[src/rtl/clock_set_ctrl.sv]
// clock_set_ctrl: turns the 1 Hz tick into sec/min/hour increment pulses
// and runs the time-set mode FSM from two debounced push-buttons.

module clock_set_ctrl_btn #(
    parameter int DEBOUNCE = 4
) (
    input  logic inclk,
    input  logic rst,
    input  logic btn_i,
    output logic press_o
);
    localparam int CW = $clog2(DEBOUNCE + 1);
    localparam logic [CW-1:0] CNT_LAST = CW'(DEBOUNCE - 1);

    logic [1:0]    sync_q;
    logic          lvl_q;
    logic          lvl_d;
    logic [CW-1:0] cnt_q;
    logic [CW-1:0] cnt_d;
    logic          prev_q;
    logic          press_q;

    // two-flop synchronizer for the asynchronous raw button
    always_ff @(posedge inclk or negedge rst) begin
        if (!rst) begin
            sync_q <= '0;
        end else begin
            sync_q <= {sync_q[0], btn_i};
        end
    end

    // count consecutive samples that disagree with the accepted level
    always_comb begin
        cnt_d = '0;
        lvl_d = lvl_q;
        if (sync_q[1] != lvl_q) begin
            if (cnt_q == CNT_LAST) begin
                lvl_d = ~lvl_q;
                cnt_d = '0;
            end else begin
                cnt_d = cnt_q + 1'b1;
            end
        end
    end

    // debounced level and disagreement counter
    always_ff @(posedge inclk or negedge rst) begin
        if (!rst) begin
            lvl_q <= 1'b0;
            cnt_q <= '0;
        end else begin
            lvl_q <= lvl_d;
            cnt_q <= cnt_d;
        end
    end

    // a rising debounced level becomes a one-cycle press strobe
    always_ff @(posedge inclk or negedge rst) begin
        if (!rst) begin
            prev_q  <= 1'b0;
            press_q <= 1'b0;
        end else begin
            prev_q  <= lvl_q;
            press_q <= lvl_q & ~prev_q;
        end
    end

    assign press_o = press_q;

endmodule

module clock_set_ctrl #(
    parameter int DEBOUNCE  = 4,
    parameter int BLINK_DIV = 1
) (
    input  logic       inclk,
    input  logic       rst,
    input  logic       tick,
    input  logic       btn_mode,
    input  logic       btn_up,
    input  logic [5:0] sec_val,
    input  logic [5:0] min_val,
    output logic       sec_inc,
    output logic       sec_clr,
    output logic       min_inc,
    output logic       hour_inc,
    output logic [1:0] mode,
    output logic       blink
);
    typedef enum logic [1:0] {
        RUN      = 2'b00,
        SET_HOUR = 2'b01,
        SET_MIN  = 2'b10
    } state_t;

    localparam int DW =
        (BLINK_DIV > 1) ? $clog2(BLINK_DIV) : 1;
    localparam logic [DW-1:0] DIV_LAST = DW'(BLINK_DIV - 1);

    state_t        state_q;
    state_t        state_d;
    logic          mode_press;
    logic          up_press;
    logic          enter;
    logic          sec_inc_q;
    logic          sec_inc_d;
    logic          sec_clr_q;
    logic          sec_clr_d;
    logic          min_inc_q;
    logic          min_inc_d;
    logic          hour_inc_q;
    logic          hour_inc_d;
    logic          blink_q;
    logic          blink_d;
    logic [DW-1:0] div_q;
    logic [DW-1:0] div_d;

    clock_set_ctrl_btn #(
        .DEBOUNCE(DEBOUNCE)
    ) u_btn_mode (
        .inclk  (inclk),
        .rst    (rst),
        .btn_i  (btn_mode),
        .press_o(mode_press)
    );

    clock_set_ctrl_btn #(
        .DEBOUNCE(DEBOUNCE)
    ) u_btn_up (
        .inclk  (inclk),
        .rst    (rst),
        .btn_i  (btn_up),
        .press_o(up_press)
    );

    // mode FSM state register
    always_ff @(posedge inclk or negedge rst) begin
        if (!rst) begin
            state_q <= RUN;
        end else begin
            state_q <= state_d;
        end
    end

    // mode press cycles RUN -> SET_HOUR -> SET_MIN -> RUN
    always_comb begin
        state_d = state_q;
        unique case (state_q)
            RUN:      if (mode_press) state_d = SET_HOUR;
            SET_HOUR: if (mode_press) state_d = SET_MIN;
            SET_MIN:  if (mode_press) state_d = RUN;
            default:  state_d = RUN;
        endcase
    end

    // pulse decode; a mode press swallows a coincident up press
    always_comb begin
        sec_inc_d  = 1'b0;
        sec_clr_d  = 1'b0;
        min_inc_d  = 1'b0;
        hour_inc_d = 1'b0;
        unique case (state_q)
            RUN: begin
                sec_inc_d  = tick;
                min_inc_d  = tick && (sec_val == 6'd59);
                hour_inc_d = tick && (sec_val == 6'd59)
                                  && (min_val == 6'd59);
            end
            SET_HOUR: begin
                hour_inc_d = up_press && !mode_press;
            end
            SET_MIN: begin
                min_inc_d = up_press && !mode_press;
                sec_clr_d = mode_press;
            end
            default: begin
                sec_inc_d = 1'b0;
            end
        endcase
    end

    assign enter = (state_d != state_q) && (state_d != RUN);

    // blink phase: forced low in RUN, restarts high on set entry
    always_comb begin
        blink_d = blink_q;
        div_d   = div_q;
        if (state_d == RUN) begin
            blink_d = 1'b0;
            div_d   = '0;
        end else if (enter) begin
            blink_d = 1'b1;
            div_d   = '0;
        end else if (tick) begin
            if (div_q == DIV_LAST) begin
                blink_d = ~blink_q;
                div_d   = '0;
            end else begin
                div_d = div_q + 1'b1;
            end
        end
    end

    // registered outputs and blink divider
    always_ff @(posedge inclk or negedge rst) begin
        if (!rst) begin
            sec_inc_q  <= 1'b0;
            sec_clr_q  <= 1'b0;
            min_inc_q  <= 1'b0;
            hour_inc_q <= 1'b0;
            blink_q    <= 1'b0;
            div_q      <= '0;
        end else begin
            sec_inc_q  <= sec_inc_d;
            sec_clr_q  <= sec_clr_d;
            min_inc_q  <= min_inc_d;
            hour_inc_q <= hour_inc_d;
            blink_q    <= blink_d;
            div_q      <= div_d;
        end
    end

    assign sec_inc  = sec_inc_q;
    assign sec_clr  = sec_clr_q;
    assign min_inc  = min_inc_q;
    assign hour_inc = hour_inc_q;
    assign mode     = state_q;
    assign blink    = blink_q;

endmodule

[config.mk]
export PLATFORM = sky130hd
export DESIGN_NAME = clock_set_ctrl
export DESIGN_NICKNAME = d
export VERILOG_FILES = /design/src/rtl/clock_set_ctrl.sv
export SDC_FILE = /design/constraint.sdc
export NUM_CORES = 1
export LEC_CHECK = 0
export ABC_AREA = 1
export CAP_MARGIN = 20
export CORE_MARGIN = 5
export CORE_UTILIZATION = 30
export DETAILED_ROUTE_END_ITERATION = 16
export HOLD_SLACK_MARGIN = 0.08
export SYNTH_ARGS = -nofsm -noshare
export SYNTH_HDL_FRONTEND = slang
export SYNTH_SLANG_ARGS = --single-unit
[constraint.sdc]
create_clock -name inclk -period 1.2 [get_ports inclk]
set_clock_uncertainty 0.1 [all_clocks]
set_input_delay 0.24 -clock inclk [delete_from_list [all_inputs] [get_ports inclk]]
set_output_delay 0.24 -clock inclk [all_outputs]
set_load 0.005 [all_outputs]
==> insert_results.sql <==
INSERT INTO impl_metrics (metric_group, metric, value, unit) VALUES
('critical_path', 'timing.critical_path.max_delay_family', 'flip-flops', ''),
('sta', 'setup-violations-final', '0', ''),
('critical_path', 'timing_worst_setup_path_type', 'flop to primary output', ''),
('sta', 'finalHoldViolCount', '0', ''),
('clocking', 'htreeDepth', '1', ''),
('global_routing', 'globalRouteOverflowTotal', '0', ''),
('clocking', 'cts.sink_count', '23', ''),
('critical_path', 'worstPathRequired', '0.86', 'ns'),
('job', 'cap_viol_max_count', '0', ''),
('global_routing', 'first_pass_grt_wire_length', '2.684', 'mm'),
('layout', 'most_frequent_standard_cell_in_the_layout_excluding_fill_and_tap_cells', 'sky130_fd_sc_hd__dfrtp_1', ''),
('hold_path', 'hp-class', 'input pin to async pin', ''),
('critical_path', 'critical_path.endpoint_type', 'primary output', ''),
('sta', 'holdWs', '0.1620', 'ns'),
('critical_path', 'path_buf_inv', '1', ''),
('synthesis', 'average_footprint_of_a_synthesized_cell', '10.96', 'um2'),
('synthesis', 'post_synth_main_area_contributors', 'sky130_fd_sc_hd__dfrtp_1 64%, sky130_fd_sc_hd__nand2_1 5.0%, sky130_fd_sc_hd__inv_1 4.6%', ''),
('critical_path', 'regToRegStartpoint', 'u_btn_mode.cnt_q[0]', ''),
('die', 'core_area', '2805', 'um2'),
('layout', 'layout.cell_area.non_filler', '1221', 'um2'),
('sta', 'setup_slack_after_layout', '0.01977', 'ns'),
('critical_path', 'rr_endpoint', 'u_btn_mode.cnt_q[0]', ''),
('die', 'overall_die_area', '4189', 'um2'),
('clocking', 'worstSkewPairLatency', '0.30', 'ns'),
('clocking', 'cts.root.buffer_cell', 'sky130_fd_sc_hd__clkbuf_4', ''),
('pwr', 'power', '2.264', 'mW'),
('routing', 'first_pass_iters', '4', ''),
('clocking', 'cts_buffer_depth', '2', ''),
('critical_path', 'critical-path-slowest-cell', 'sky130_fd_sc_hd__dfrtp_1', ''),
('synthesis', 'synth_top_area_frac', '0.6407', ''),
('synthesis', 'synthesis.instances', '82', ''),
('layout', 'antennaDiodeCount', '0', ''),
('routing', 'route.antenna.remaining_nets', '0', ''),
('sta', 'worst_tran_pin_value', '0.2425', 'ns'),
('routing', 'drt_wl_total', '1.487', 'mm'),
('placement', 'dp_hpwl', '1.185', 'mm'),
('routing', 'route.vias.total', '630', ''),
('critical_path', 'worstPathArrival', '0.84', 'ns'),
('status', 'status', 'finished clean', ''),
('placement', 'dpl_cell_area', '1217', 'um2'),
('global_routing', 'antenna_found_initial', '0', ''),
('die', 'top_level_ports', '24', ''),
('pwr', 'p_per_area', '1854', 'nW/um2'),
('die', 'initial_utilization', '0.3202', ''),
('critical_path', 'cp.depth', '1', ''),
('die', 'die_height', '64.72', 'um'),
('critical_path', 'cp_slowest_stage_delay', '0.40', 'ns'),
('sta', 'fmaxAchievable', '847.3', 'MHz'),
('placement', 'io_buffer_count', '23', ''),
('die', 'row_count', '19', ''),
('critical_path', 'worstPathMaxFanout', '2', ''),
('global_routing', 'first_global_vias', '646', ''),
('clocking', 'clock_input_transition_at_the_sequential_cells_of_the_worst_setup_and_hold_paths', '0.12', 'ns'),
('critical_path', 'crit_chain', 'buf_2', ''),
('sta', 'finalCritPeriodShare', '0.9835', ''),
('clocking', 'tritoncts.num_buffers', '3', ''),
('pwr', 'worst_ir_drop_on_vdd', '1075', 'uV'),
('sta', 'final-max-slew-violation-count', '0', ''),
('synthesis', 'synth.ff_latch_count', '23', ''),
('synthesis', 'synth.cell_area', '898.4', 'um2'),
('global_routing', 'groute.usage.overall', '0.08151', ''),
('critical_path', 'worst-r2r-cell-count', '3', ''),
('placement', 'post-place-ws', '-0.1365', 'ns'),
('layout', 'area_growth', '35.93', '%'),
('placement', 'gp_routability_congestion', '0.6729', ''),
('layout', 'drive_gt1_frac', '0.2609', ''),
('routing', 'initialDrtViolationCount', '11', ''),
('layout', 'finish.net_count', '135', ''),
('routing', 'avgRoutedWirePerCell', '10.18', 'um'),
('sta', 'finalCriticalPeriod', '1.180', 'ns'),
('routing', 'remaining_drc_errors', '0', '');
-- repair_timing --
action	4_1_cts	5_1_grt
endpoints found under the setup margin	7	6
gates resized for setup	28	2
setup buffers	0	1
hold buffers	0	0
-- worst max path at each step --
stage | start | to | slack [ns]
floorplan | u_btn_mode.cnt_q[0] | u_btn_mode.cnt_q[0] | 0.19
global placement | sec_val[3] | hour_inc | -0.09
detailed placement | sec_val[3] | min_inc | -0.14
CTS | mode[1] | mode[1] | -0.006
global route | mode[1] | mode[1] | -0.03
finish | mode[1] | mode[1] | 0.02
-- metal layers --
| metal | vias to the layer above | GRT usage | wire [um] |
|---|---|---|---|
| met1 | 286 | 0.08743 | 588 |
| met5 | - | 0 | 0 |
| met3 | 2 | 0.04491 | 159 |
| li1 | 321 | - | - |
| met2 | 21 | 0.1418 | 730 |
| met4 | 0 | 0.01583 | 9 |
-- cell families after synthesis --
| kind of cell | after synthesis | share of synthesized area |
|---|---|---|
| DFF | 23 | 0.6407 |
| and+or+nand+nor | 33 | 0.1894 |
| buffers and inverters | 15 | 0.06267 |
| adders and majority gates | 2 | 0.02785 |
| xor gates and xnor gates | 3 | 0.04596 |
| AOI/OAI and AO/OA | 6 | 0.03342 |
-- flip-flops by register name (all words and copies together) (netlist names) --
| name | count |
|---|---|
| u_btn_mode.cnt_q | 3 |
| u_btn_up.cnt_q | 3 |
| mode | 2 |
| u_btn_mode.sync_q | 2 |
| u_btn_up.sync_q | 2 |
| blink | 1 |
| hour_inc | 1 |
| min_inc | 1 |
| sec_clr | 1 |
| sec_inc | 1 |
| u_btn_mode.lvl_q | 1 |
| u_btn_mode.press_o | 1 |
| u_btn_mode.prev_q | 1 |
| u_btn_up.lvl_q | 1 |
| u_btn_up.press_o | 1 |
| u_btn_up.prev_q | 1 |
-- synth_stat cells --
cell,instances
sky130_fd_sc_hd__dfrtp_1,23
sky130_fd_sc_hd__nand2_1,12
sky130_fd_sc_hd__inv_1,11
sky130_fd_sc_hd__nor2_1,10
sky130_fd_sc_hd__inv_2,4
sky130_fd_sc_hd__a21oi_1,3
sky130_fd_sc_hd__nand3_1,3
sky130_fd_sc_hd__o21ai_1,3
sky130_fd_sc_hd__ha_1,2
sky130_fd_sc_hd__nand4_1,2
sky130_fd_sc_hd__nor3_2,2
sky130_fd_sc_hd__nor3b_2,2
sky130_fd_sc_hd__xnor2_2,2
sky130_fd_sc_hd__nand3_2,1
sky130_fd_sc_hd__nor3_1,1
sky130_fd_sc_hd__xor2_1,1
-- layout make-up --
type                            instances  area (um2)
Sequential cell                        23       575.6
Fill cell                             281        1584
Multi-Input combinational cell         44       270.3
Clock buffer                            3       22.52
Inverter                               15       56.30
Timing Repair Buffer                   29       252.7
Clock inverter                          1       5.005
Tap cell                               31       38.79
-- stage by stage --
stage,std cells,setup TNS [ns],util
6_report,146,0,0.4353
5_1_grt,146,-0.07388,0.4353
4_1_cts,145,-0.005940,0.4313
3_5_place_dp,141,-0.3317,0.4340
3_3_place_gp,141,-0.2153,0.4340
2_1_floorplan,82,0,-
-- report_power, final --
group,internal (mW),switching [mW],leakage (nW),total (mW)
sequential,1.01,0.135,0.289,1.14
combinational,0.393,0.386,0.320,0.780
clock,0.124,0.218,0.0177,0.343
total,1.52,0.739,0.627,2.26
(Power assumes the default switching activity.)
